==> src/rtl/keypad_scan_ctrl.sv <==
// Sequenced 4x4 keypad scanner: one-cold column drive, synchronized rows,
// tick-based press/release debounce and a single-entry key buffer with ack.
module keypad_scan_ctrl #(
  parameter int SCAN_DIV  = 10000,
  parameter int DEB_COUNT = 20
) (
  input  logic       clk,
  input  logic       rst,
  input  logic [3:0] row_in,
  output logic [3:0] col_out,
  output logic [3:0] key_code,
  output logic       key_valid,
  input  logic       key_ack,
  output logic       key_down,
  output logic       overrun,
  output logic [1:0] fsm_state
);

  localparam int CW = (SCAN_DIV > 1) ? $clog2(SCAN_DIV) : 1;
  localparam int DW = $clog2(DEB_COUNT + 1);
  localparam logic [CW-1:0] TICK_LAST = CW'(SCAN_DIV - 1);
  localparam logic [DW-1:0] DEB_LAST  = DW'(DEB_COUNT - 1);
  localparam logic [DW-1:0] DEB_MAX   = DW'(DEB_COUNT);

  typedef enum logic [1:0] {
    SCAN     = 2'd0,
    DEBOUNCE = 2'd1,
    HELD     = 2'd2,
    RELEASE  = 2'd3
  } state_t;

  state_t          state, state_nxt;
  logic [3:0]      row_meta, row_s;
  logic [CW-1:0]   tick_cnt;
  logic            tick;
  logic [1:0]      col_idx, col_nxt;
  logic [1:0]      row_idx, row_nxt;
  logic [DW-1:0]   deb_cnt, deb_nxt;
  logic            emit;

  assign tick      = (tick_cnt == TICK_LAST);
  assign fsm_state = state;

  always_ff @(posedge clk) begin
    if (rst) begin
      row_meta <= 4'b1111;
      row_s    <= 4'b1111;
      tick_cnt <= '0;
    end else begin
      row_meta <= row_in;
      row_s    <= row_meta;
      tick_cnt <= tick ? '0 : tick_cnt + 1'b1;
    end
  end

  // Decisions happen only on a tick; every other cycle holds all state.
  always_comb begin
    state_nxt = state;
    col_nxt   = col_idx;
    row_nxt   = row_idx;
    deb_nxt   = deb_cnt;
    emit      = 1'b0;
    if (tick) begin
      case (state)
        SCAN: begin
          if (row_s != 4'b1111) begin
            if (!row_s[0])      row_nxt = 2'd0;
            else if (!row_s[1]) row_nxt = 2'd1;
            else if (!row_s[2]) row_nxt = 2'd2;
            else                row_nxt = 2'd3;
            deb_nxt   = '0;
            state_nxt = DEBOUNCE;
          end else begin
            col_nxt = col_idx + 2'd1;
          end
        end
        DEBOUNCE: begin
          if (!row_s[row_idx]) begin
            if (deb_cnt != DEB_MAX) deb_nxt = deb_cnt + 1'b1;
            if (deb_cnt == DEB_LAST) begin
              emit      = 1'b1;
              state_nxt = HELD;
            end
          end else begin
            col_nxt   = col_idx + 2'd1;
            state_nxt = SCAN;
          end
        end
        HELD: begin
          if (row_s[row_idx]) begin
            deb_nxt   = '0;
            state_nxt = RELEASE;
          end
        end
        RELEASE: begin
          if (row_s[row_idx]) begin
            if (deb_cnt != DEB_MAX) deb_nxt = deb_cnt + 1'b1;
            if (deb_cnt == DEB_LAST) begin
              col_nxt   = col_idx + 2'd1;
              state_nxt = SCAN;
            end
          end else begin
            state_nxt = HELD;
          end
        end
        default: state_nxt = SCAN;
      endcase
    end
  end

  always_ff @(posedge clk) begin
    if (rst) begin
      state    <= SCAN;
      col_idx  <= 2'd0;
      row_idx  <= 2'd0;
      deb_cnt  <= '0;
      col_out  <= 4'b1110;
      key_down <= 1'b0;
    end else begin
      state    <= state_nxt;
      col_idx  <= col_nxt;
      row_idx  <= row_nxt;
      deb_cnt  <= deb_nxt;
      col_out  <= ~(4'b0001 << col_nxt);
      key_down <= (state_nxt == HELD) || (state_nxt == RELEASE);
    end
  end

  // Handshake: key_valid marks an unconsumed key_code; a cycle with
  // key_valid && key_ack consumes it. An emit while a key is pending and not
  // being consumed is dropped and flagged on overrun until the next consume.
  always_ff @(posedge clk) begin
    if (rst) begin
      key_code  <= 4'h0;
      key_valid <= 1'b0;
      overrun   <= 1'b0;
    end else begin
      if (emit) begin
        if (!key_valid || key_ack) begin
          key_code  <= {row_idx, col_idx};
          key_valid <= 1'b1;
        end
      end else if (key_valid && key_ack) begin
        key_valid <= 1'b0;
      end
      if (emit && key_valid && !key_ack) overrun <= 1'b1;
      else if (key_valid && key_ack)     overrun <= 1'b0;
    end
  end

endmodule

==> config.mk <==
export PLATFORM = sky130hd
export DESIGN_NAME = keypad_scan_ctrl
export DESIGN_NICKNAME = d
export VERILOG_FILES = /design/src/rtl/keypad_scan_ctrl.sv
export SDC_FILE = /design/constraint.sdc
export NUM_CORES = 1
export LEC_CHECK = 0
export BUFFER_PORTS_ARGS = -buffer_cell sky130_fd_sc_hd__buf_4
export CORE_ASPECT_RATIO = 1.5
export CORE_MARGIN = 2
export CORE_UTILIZATION = 62
export DETAILED_ROUTE_END_ITERATION = 8
export GPL_TIMING_DRIVEN = 0
export PLACE_DENSITY = 0.83
export SETUP_SLACK_MARGIN = 0.1
export SLEW_MARGIN = 25
export SYNTH_ARGS = -nofsm -noshare
export SYNTH_HDL_FRONTEND = slang
export SYNTH_SLANG_ARGS = --single-unit
==> constraint.sdc <==
create_clock -name clk -period 4.3 [get_ports clk]
set_clock_uncertainty 0.05 [all_clocks]
set_input_delay 0.86 -clock clk [delete_from_list [all_inputs] [get_ports clk]]
set_output_delay 0.86 -clock clk [all_outputs]
set_load 0.005 [all_outputs]
==> metrics.txt <==
P per Cell Area=346 nW/um^2; unique cell type count in the Yosys netlist=43; Tot GR Track Use=0.244; pre-CTS setup slack=between 2 and 2.5 ns; FF+latch count, synth=between 40 and 50; final core utilization=0.748; Die ar.=approximately 3700 sq um; Final GP Congestion=approximately 0.88; first-pass GRT wire length=6900 microns; Worst EP arrival=2.11 ns; core area=between 3000 and 4000 sq um; cell taking the most area after synthesis=dfxtp_1; final wirelength=4140 microns; required time of the worst setup path=approximately 4.4 ns; Initial Util=0.645; die span in y=approximately 74 microns; Final Max Tran Viols=0; Antenna diodes=0; Port Buffers=19; Post-synth EDFFs=0; HP Class=reg -> reg; clk slew on worst S/H paths=around 0.080 ns; status=finished, final reports clean; Mapped Cells=roughly 220; row cnt=25; worst vdd ir=0.269 mV; CP max FO=7; Die Width=slightly above 50 microns; TritonCTS Buffers=5; worst setup margin=~2.3 ns; final non-filler cell total=approximately 280; Syn Area/Cell=9.30 sq um; Pre-antenna DRT Iters=4; critical path startpoint category=register; Max Freq=504 MHz; htree depth=2; Sink Count=44; CP Class=reg -> reg; area delta synth->final=15.9%; worst skew pair latency=0.30 ns; Final Hold Vio Count=0; I/O pins=20; Async SR Flop Fraction=0; Yosys warning total=0; share of the synthesized area in the top cell type=0.436; DPL Wire Length=~2800 microns; top_reg_cell synth=dfxtp_1; largest net degree at the start of global routing=14; post-cts gate resize count=0; crit path time final=between 1.5 and 2 ns; drt via density=roughly 5.7; top-count cell post-synth=dfxtp_1; sequential element share of the synthesized area=0.436; CTS tree=yes; most frequent cells after synthesis=dfxtp_1 (44), nor2_1 (31), nand3_1 (12); global route overflow=0; clock root cell=clkbuf_8; Slew headroom=0.673; final setup fails=0; Via Count=roughly 1.6k; nets=around 250; total setup buffers inserted after CTS=0; initial antenna violation count=0; setup TNS=0 ns; Area contributors post-synth=dfxtp_1 (44%), nor2_1 (5.8%), xnor2_1 (3.0%); Placed Cells=between 200 and 300; # hold bufs at CTS=0; drc violations=0; mapped cell area=2020 sq um; leak pwr=between 0.8 and 0.9 nW; Final ANT Viol Nets=0; vias in the first global route=roughly 1.6k; per-cell routed wire length=between 10 and 15 microns; layout cell share with drive strength beyond 1=0.214; DR iter-0 viols=38; slew at the pin with the worst max-slew slack=about 0.49 ns; unrepaired setup endpoints after global routing=false; clk buf depth=2; Mapped Nets=around 230; MaxCap Viol Count=0; Crit. End Element=register; fin crit share=0.462
[kinds of logic (layout without fill, tap and decap cells)]
kind of cell | count (synthesis) | count (layout) | share of synthesized area
compound gates | 27 | 27 | 0.108
simple gates | 102 | 102 | 0.279
flops | 44 | 44 | 0.436
buf+inv | 19 | 45 | 0.0384
xor+xnor | 13 | 13 | 0.0564
fa+ha+maj | 3 | 3 | 0.0186
mux | 9 | 9 | 0.0626
[cell type report]
class / instances / area (sq um)
Inverter: 8 / 30.0
Sequential cell: 44 / 881
Clock inverter: 2 / 60.1
Buffer: 11 / 47.5
Tap cell: 40 / 50.0
Multi-Input combinational cell: 154 / 1060
Fill cell: 234 / 788
Timing Repair Buffer: 19 / 143
Clock buffer: 5 / 68.8
[cells in the final DEF, fill, tap and decap left out, types with 6 or more instances in the layout]
master	count
dfxtp_1	44
nor2_1	31
buf_4	19
nand3_1	12
nand2_1	11
a21oi_1	10
inv_1	8
nand4_1	8
nor3_1	8
or2_2	8
xnor2_1	7
clkbuf_1	6
xor2_1	6
[power breakdown]
group          internal [mW]  total [mW]  switching (mW)
registers              0.413       0.417         0.00444
logic                 0.0137      0.0326          0.0189
clock network          0.229       0.361           0.132
total                  0.655       0.811           0.155
[worst paths after layout]
check	start	to	slack, ns	depth (start not counted)
hold / removal	row_meta[3]	row_s[3]	0.36	1
hold reg to reg	row_meta[3]	row_s[3]	0.36	1
setup / recovery	tick_cnt[0]	key_code[2]	2.31	8
setup reg to reg	tick_cnt[0]	key_code[2]	2.31	8
[critical path: stages, from the launching register on]
cell     delay [ns]
dfxtp_1        0.38
ha_1           0.20
and3_1         0.16
buf_2          0.18
and4_1         0.20
buf_2          0.18
nand4_2        0.24
mux2i_1        0.24
nor2_1         0.05
[routing by layer]
layer,GRT usage,wire length (microns),vias up
met1,0.250,1670,748
met5,0,0,-
li1,-,-,806
met3,0.0467,135,12
met4,0.126,95,0
met2,0.461,2230,43
[metrics by stage]
step           area, sq um  hold WS [ns]  total power [mW]
6_report              2340         0.357             0.811
5_1_grt               2340         0.380             0.834
4_1_cts               2340         0.367             0.813
3_5_place_dp          2210         0.344             0.459
3_3_place_gp          2210         0.341             0.458
2_1_floorplan         2020         0.339             0.448
[flip-flops by register name, summed over array words and instances, names as in the netlist, 2 cells and up]
| register | count |
|---|---|
| row_meta | 4 |
| fsm_state | 2 |
| tick_cnt | 14 |
| key_code | 4 |
| col_idx | 2 |
| col_out | 4 |
| row_idx | 2 |
| row_s | 4 |
| deb_cnt | 5 |
Power figures use the tool's default switching activity.
